$ cat src/rtl/io_input_cond.sv
`timescale 1ns/1ps
// io_input_cond: synchronise and debounce board switches/keys into in_port0/in_port1, with sticky press flags and a press counter.
// Build option IO_IN_DEBOUNCE_EN: tick-based three-sample debounce plus the key_irq port; otherwise a plain per-cycle register.
module io_input_cond #(
  parameter int unsigned DB_LIMIT = 50000
) (
  input  logic        io_clk,
  input  logic        reset,
  input  logic [9:0]  raw_sw,
  input  logic [3:0]  raw_key,
  input  logic        clr_we,
  input  logic [3:0]  clr_mask,
  output logic [31:0] in_port0,
  output logic [31:0] in_port1
`ifdef IO_IN_DEBOUNCE_EN
  ,
  output logic        key_irq
`endif
);

  if (DB_LIMIT < 2 || DB_LIMIT > 65536) begin : g_bad_limit
    $error("io_input_cond: DB_LIMIT must be in 2..65536");
  end

  // Keys are kept raw (active-low) in the synchroniser, so reset loads "released".
  logic [9:0]  sw_s1_q, sw_s2_q;
  logic [3:0]  key_s1_q, key_s2_q;
  logic [13:0] samp;

  always_ff @(posedge io_clk or posedge reset) begin
    if (reset) begin
      sw_s1_q  <= '0;
      sw_s2_q  <= '0;
      key_s1_q <= '1;
      key_s2_q <= '1;
    end else begin
      sw_s1_q  <= raw_sw;
      sw_s2_q  <= sw_s1_q;
      key_s1_q <= raw_key;
      key_s2_q <= key_s1_q;
    end
  end

  assign samp = {~key_s2_q, sw_s2_q};

  logic [13:0] db_q, db_d;

`ifdef IO_IN_DEBOUNCE_EN
  localparam logic [15:0] PRE_LAST = 16'(DB_LIMIT - 1);

  logic [15:0] pre_q, pre_d;
  logic        tick;
  logic [13:0] h0_q, h0_d, h1_q, h1_d, agree;

  always_comb begin
    tick  = (pre_q == PRE_LAST);
    pre_d = tick ? 16'd0 : pre_q + 16'd1;
    agree = ~(h1_q ^ h0_q) & ~(h0_q ^ samp);
    h0_d  = h0_q;
    h1_d  = h1_q;
    db_d  = db_q;
    if (tick) begin
      h1_d = h0_q;
      h0_d = samp;
      db_d = (db_q & ~agree) | (samp & agree);
    end
  end

  always_ff @(posedge io_clk or posedge reset) begin
    if (reset) begin
      pre_q <= '0;
      h0_q  <= '0;
      h1_q  <= '0;
    end else begin
      pre_q <= pre_d;
      h0_q  <= h0_d;
      h1_q  <= h1_d;
    end
  end
`else
  assign db_d = samp;
`endif

  // Press detection looks at the next debounced value so flags and counter land with key_lvl.
  logic [3:0] rise, flg_q, flg_d;
  logic [7:0] cnt_q, cnt_d;
  logic       irq_q;

  always_comb begin
    rise  = db_d[13:10] & ~db_q[13:10];
    flg_d = flg_q;
    if (clr_we) begin
      flg_d = flg_d & ~clr_mask;
    end
    flg_d = flg_d | rise;
    cnt_d = cnt_q + {7'd0, |rise};
  end

  always_ff @(posedge io_clk or posedge reset) begin
    if (reset) begin
      db_q  <= '0;
      flg_q <= '0;
      cnt_q <= '0;
      irq_q <= 1'b0;
    end else begin
      db_q  <= db_d;
      flg_q <= flg_d;
      cnt_q <= cnt_d;
      irq_q <= |flg_d;
    end
  end

  assign in_port0 = {22'd0, db_q[9:0]};
  assign in_port1 = {16'd0, cnt_q, db_q[13:10], flg_q};

`ifdef IO_IN_DEBOUNCE_EN
  assign key_irq = irq_q;
`else
  logic unused_irq;
  assign unused_irq = irq_q;
`endif

endmodule

$ cat config.mk
export PLATFORM = sky130hd
export DESIGN_NAME = io_input_cond
export DESIGN_NICKNAME = d
export VERILOG_FILES = /design/src/rtl/io_input_cond.sv
export SDC_FILE = /design/constraint.sdc
export NUM_CORES = 1
export LEC_CHECK = 0
export ABC_AREA = 1
export CORE_UTILIZATION = 46
export CTS_BUF_LIST = sky130_fd_sc_hd__clkbuf_8
export DETAILED_ROUTE_END_ITERATION = 10
export PLACE_DENSITY = 0.89
export SLEW_MARGIN = 40
export SYNTH_ARGS = -nofsm -noshare
export SYNTH_HDL_FRONTEND = slang
export SYNTH_SLANG_ARGS = --single-unit
$ cat constraint.sdc
create_clock -name io_clk -period 3.7 [get_ports io_clk]
set_clock_uncertainty 0.2 [all_clocks]
set_input_delay 0.74 -clock io_clk [delete_from_list [all_inputs] [get_ports io_clk]]
set_output_delay 0.74 -clock io_clk [all_outputs]
set_load 0.03 [all_outputs]
==> impl_metrics.csv, run 1 <==
group,metric,value,unit
run_status,status,"finished, final reports clean",
floorplanning,rows,22,
floorplanning,ios,85,
floorplanning,die_w,66.15,um
layout,multi_input_area,351.6,um2
global_routing,grt_max_degree,55,
route,ant_nets,0,
yosys,muxShareOfSynthArea,0,
yosys,synth-xor-area-share,0.01388,
yosys,ys_warn_count,0,
power,vdd_drop_max,0.0002396,V
yosys,synth_top_area_cell,"dfrtp_1",
place,dp_cells,237,
sta,fin_crit_sh,0.6378,
sta,min_period,2360,ps
sta,fin_tns_setup,0,ps
place,place_area,2270,um2
route,drtIter0Drc,65,
place,pre_cts_ws,1666,ps
route,post_drt_wl_per_cell,9.992,um
power,combPwrFrac,0.263,
worst_setup_path,slowest_delay,700,ps
power,swShare,0.3233,
yosys,synth-compound-area-share,0.005288,
yosys,syn_inst,144,
layout,area_growth,24.52,%
worst_setup_path,path_class,"reg2out",
sta,finalHoldViolCount,0,
yosys,ys_ff_latch,54,
global_routing,grt_pass1_vias,888,
layout,ff_latch_area,1361,um2
floorplanning,dieArea,4376,um2
place,place.detailed.hpwl,1.855,mm
sta,worst_pin_slew,612.8,ps
layout,fill_cells,311,
layout,num_antenna_cells,0,
sta,fin_hold_ws,153.1,ps
sta,drv_slew,0,
worst_setup_path,path_delay_family,"buffers and inverters",
flow_run,max_cap_violations,0,
sta,fmax,423.8,MHz
worst_setup_path,crit_path_end_kind,"output port",
route,wl_met1,958,um
route,drc,0,
worst_setup_path,cp_cell_sequence,"clkdlybuf4s50_1",
yosys,synth_top_cells_by_area,"dfrtp_1, buf_4, dfstp_2, nand2_1, inv_1",
clocking,path_clk_slew,90,ps
global_routing,track_usage,0.1274,
power,p_int,0.0009228,W
floorplanning,core-area,3799,um2
clocking,hold_buffers,0,
place,gp_congestion,0.6029,
route,vias,966,
clocking,htreeDepth,2,
layout,nNetsFinal,219,
yosys,synth-simple-area-share,0.07799,
power,p_sw,0.0004408,W
clocking,cts_made_buffers,5,
worst_setup_path,cp.arrival,1420,ps
global_routing,grt_pass1_wl,3.877,mm
yosys,synth.cell_area,1893,um2
route,dr_wl_met3,167,um
clocking,cts_root_buf,"clkbuf_8",
worst_setup_path,cp_max_fo,4,
worst_setup_path,cp_num_buf_inv,1,
clocking,postCtsResizedCells,0,
route,wirelength,2.448,mm
yosys,synth_top_family_by_area,"buffers and inverters",
worst_setup_path,cp-start-kind,"flop",
route,met2_length,1.273,mm
min_path,hold_class,"reg2reg",
layout,instances_no_fill,245,
route,vias_per_cell,3.943,
floorplanning,initial_core_util,0.4984,
layout,final_layout_size_suffix_gt1_frac,0.1015,
layout,final_area,2357,um2
global_routing,antenna_found_initial,0,
sta,finalSetupViolations,0,
power,cellPowerDensity,578.5,nW/um2
power,power.static_leakage,1.111,nW
clocking,post_cts_buffers,0,
power,p_seq_frac,0.518,
yosys,synth_cell_types,14,
global_routing,grt_overflow,0,
worst_setup_path,crit_required,2760,ps
yosys,synth_area_per_cell,13.15,um2
floorplanning,die_h,66.15,um
clocking,clock_path_buffers,2,
yosys,seq_area_frac_synth,0.7191,
clocking,clkSinkCount,54,
place,port_buffers,46,
clocking,cts_tree,"done",
yosys,synthAdderAreaFrac,0.01322,
route,dr.pass1.iters,4,
clocking,clk-insertion-delay-late,290,ps
sta,relSlewSlack,0.5915,
sta,rsz0062_at_grt,"no",
worst_setup_path,slowest_stage,"clkdlybuf4s50_1",
yosys,synth_top_area_share,0.6081,
power,p_clk_frac,0.218,
route,top_layer_used,"met4",
sta,layout_setup_ws,1340,ps
[cell usage in the layout (no fill, tap or decap)]
cell             netlist  final
o21ai_1                2      2
dfstp_2                8      8
nand3_1                3      3
dfrtp_1               46     46
clkinvlp_4             0      2
ha_1                   2      2
nand4_1                1      1
inv_1                  9      9
xor2_1                 1      1
clkbuf_8               0      5
nor2_1                 4      4
or2_2                  4      4
xnor2_1                2      2
conb_1                 1     38
nand2_1               23     23
inv_4                  0      1
clkdlybuf4s50_1        0     46
[metal layers]
| layer | global-route usage | vias up |
|---|---|---|
| li1 | - | 462 |
| met1 | 0.1425 | 450 |
| met2 | 0.2079 | 50 |
| met3 | 0.04310 | 4 |
| met4 | 0.07979 | 0 |
| met5 | 0 | - |
[logic make-up after synthesis]
group           count (synthesis)
buf+inv                        47
xor+xnor                        3
fa+ha+maj                       2
compound gates                  2
flops                          54
other cells                     1
simple gates                   35
[power groups by stage]
stage	Clock [W]	Sequential, W	Combinational, W
final	0.000298	0.000707	0.000359
after global routing	0.000338	0.000717	0.000387
after CTS	0.000311	0.000708	0.000363
after detailed placement	0	0.000719	0.000361
after global placement	0	0.000715	0.000352
after floorplan	0	0.000808	0.000156
[metrics by stage]
step / utilization / power, W
6_report: 0.6206 / 0.001364
5_1_grt: 0.6206 / 0.001441
4_1_cts: 0.6206 / 0.001381
3_5_place_dp: 0.5975 / 0.001080
3_3_place_gp: 0.5968 / 0.001067
2_1_floorplan: - / 0.0009640
[state kept, by name, summed over array words and instances, names as in the netlist]
signal    flops
sw_s1_q      10
flg_q         4
sw_s2_q      10
key_s2_q      4
key_s1_q      4
cnt_q         8
db_q         14
[worst paths after layout]
| path | endpoint | cells past startpoint | from | slack, ps |
|---|---|---|---|---|
| max | in_port1[11] | 1 | cnt_q[3] | 1340 |
| min | sw_s2_q[6] | 0 | sw_s1_q[6] | 150 |
| max reg2reg | cnt_q[6] | 7 | db_q[13] | 1840 |
| min reg2reg | sw_s2_q[6] | 0 | sw_s1_q[6] | 150 |
| max in group asynchronous | db_q[11] | 2 | reset | 2210 |
| min in group asynchronous | db_q[3] | 2 | reset | 670 |
[synthesized netlist by cell type (all sizes together)]
master / number
nand2: 23
xnor2: 2
o21ai: 2
nor2: 4
ha: 2
nand3: 3
dfrtp: 46
dfstp: 8
nand4: 1
xor2: 1
conb: 1
buf: 38
inv: 9
or2: 4
[layout make-up]
| cell class | instances | area share |
|---|---|---|
| tap | 48 | 0.02548 |
| clock buffer | 5 | 0.02919 |
| sequential | 54 | 0.5775 |
| clock inverter | 3 | 0.007962 |
| inverter | 9 | 0.01539 |
| timing repair buffer | 46 | 0.1953 |
| multi-input combinational | 80 | 0.1492 |
Note: power is estimated with default switching activity, not from simulation.
==> run 2, diff against run 1 <==
Settings changed: CORE_UTILIZATION 46 to 43, PLACE_DENSITY 0.89 to 0.84.
Clock period 3.7 ns to 2.4 ns, I/O delays scaled along.
==> run 2 against run 1 <==
Cell count rose by 1.6%. First-iteration DRC count fell by 25%. Utilization shrank 3.4 points. Cell area up 2.4%. Worst hold slack better by 0.98 ps. Register-to-register slack got worse by 1300 ps. Critical endpoint is now in_port1[10].
==> impl_metrics.csv, run 2 (synthesized netlist as in run 1, its figures left out) <==
group,metric,value,unit
layout,fin_util,0.5865,
clocking,post_cts_buffers,0,
clocking,hold_buffers,0,
worst_setup_path,crit_required,1720,ps
route,drc,0,
clocking,cts_root_buf,"clkbuf_8",
worst_setup_path,path_class,"reg2out",
floorplanning,rows,23,
global_routing,track_usage,0.1184,
route,ant_nets,0,
worst_setup_path,path_delay_family,"buffers and inverters",
min_path,min-delay-start,"sw_s2_q[1]",
power,power.static_leakage,1.142,nW
place,gp_congestion,0.6223,
clocking,clk-insertion-delay-late,300,ps
min_path,hold_class,"reg2reg",
worst_setup_path,cp_num_buf_inv,1,
route,wirelength,2.493,mm
layout,nNetsFinal,221,
clocking,postCtsResizedCells,0,
sta,fin_tns_setup,0,ps
global_routing,use_met3,0.05167,
worst_setup_path,slowest_delay,690,ps
power,cellPowerDensity,936.4,nW/um2
clocking,cts_tree,"done",
layout,num_antenna_cells,0,
sta,min_period,2106,ps
place,dp_cells,241,
route,vias,964,
global_routing,grt_pass1_vias,866,
worst_setup_path,cp-start-kind,"flop",
route,vias_per_cell,3.871,
layout,area_growth,27.49,%
flow_run,max_cap_violations,0,
worst_setup_path,cp.arrival,1430,ps
global_routing,busiest_layer,"met2",
layout,top_regs,"db_q (14), sw_s1_q (10), sw_s2_q (10)",
layout,final_layout_size_suffix_gt1_frac,0.1156,
worst_setup_path,rrSetupSlack,580,ps
worst_setup_path,critPathCapture,"in_port1[10]",
worst_setup_path,reg2reg_to,"cnt_q[6]",
clocking,clkSinkCount,54,
floorplanning,die_h,68.35,um
worst_setup_path,r2r-start,"db_q[13]",
sta,fmax,474.8,MHz
clocking,cts_made_buffers,5,
clocking,htreeDepth,2,
worst_setup_path,cp-startpoint,"cnt_q[2]",
layout,mostFrequentLayoutCells,"dfrtp_1, clkdlybuf4s50_1, conb_1, nand2_1",
global_routing,grt_pass1_wl,3.760,mm
sta,fin_crit_sh,0.8775,
layout,instances_no_fill,249,
route,post_drt_wl_per_cell,10.01,um
floorplanning,ios,85,
worst_setup_path,slowest_stage,"clkdlybuf4s50_1",
sta,finalHoldViolCount,0,
layout,largest_reg_flops,14,
clocking,path_clk_slew,100,ps
global_routing,antenna_found_initial,0,
run_status,status,"finished, final reports clean",
floorplanning,initial_core_util,0.4600,
place,place.detailed.hpwl,1.836,mm
sta,rsz0062_at_grt,"no",
place,port_buffers,46,
worst_setup_path,cp_cell_sequence,"clkdlybuf4s50_1",
global_routing,grt_use_met2,0.1900,
layout,regMostFlops,"db_q",
worst_setup_path,crit_path_end_kind,"output port",
power,vdd_drop_max,0.0002969,V
worst_setup_path,cp.depth,1,
floorplanning,die_w,68.35,um
clocking,clock_path_buffers,2,
route,dr.pass1.iters,4,
global_routing,grt_overflow,0,
global_routing,grt_use_met1,0.1290,
worst_setup_path,reg2reg_depth,7,
sta,drv_slew,0,
global_routing,grt_max_degree,22,
floorplanning,core-area,4115,um2
sta,finalSetupViolations,0,
route,drtIter0Drc,49,
worst_setup_path,cp_max_fo,5,
floorplanning,dieArea,4672,um2
## run 2: changes by cell type in the layout (fill, tap and decap cells not counted), sizes merged
cell / change
clkinvlp: -2
buf: +2
inv: +1
bufinv: +1
## run 2: layer usage
metal | share of wire | wire length (um) | vias to the layer above
met1 | 0.42 | 1042 | 449
li1 | - | - | 464
met5 | 0 | 0 | -
met3 | 0.073 | 181 | 5
met4 | 0.026 | 65 | 0
met2 | 0.48 | 1204 | 46
## run 2: area by class of cell
type,instances,area (um2)
Clock inverter,3,47.55
Clock buffer,5,68.82
Fill cell,334,1702
Tap cell,50,62.56
Sequential cell,54,1361
Inverter,9,33.78
Multi-Input combinational cell,80,351.6
Timing Repair Buffer,48,488.0
## run 2: how the worst min path moves through the flow
stage | to | slack [ps] | depth (start not counted)
finish | db_q[1] | 150 | 0
global route | sw_s2_q[9] | 160 | 0
CTS | db_q[3] | 160 | 0
detailed placement | db_q[3] | 130 | 0
global placement | db_q[5] | 130 | 0
floorplan | db_q[0] | 130 | 0
## run 2: report_power, final
part | internal [W] | switching (W)
Sequential | 0.00101 | 0.0000730
Combinational | 0.000211 | 0.000345
Clock | 0.000318 | 0.000298
Total | 0.00154 | 0.000716
## run 2: metrics by stage
stage                     instance area [um2]  setup WS (ps)  total power (W)  hold slack [ps]
after floorplan                          2032          418.7         0.001486            131.2
after global placement                   2297          630.6         0.001652            131.2
after detailed placement                 2297          590.0         0.001668            134.7
after CTS                                2414          276.8         0.002288            157.5
after global routing                     2414          222.7         0.002390            161.0
final                                    2414          294.0         0.002260            154.0
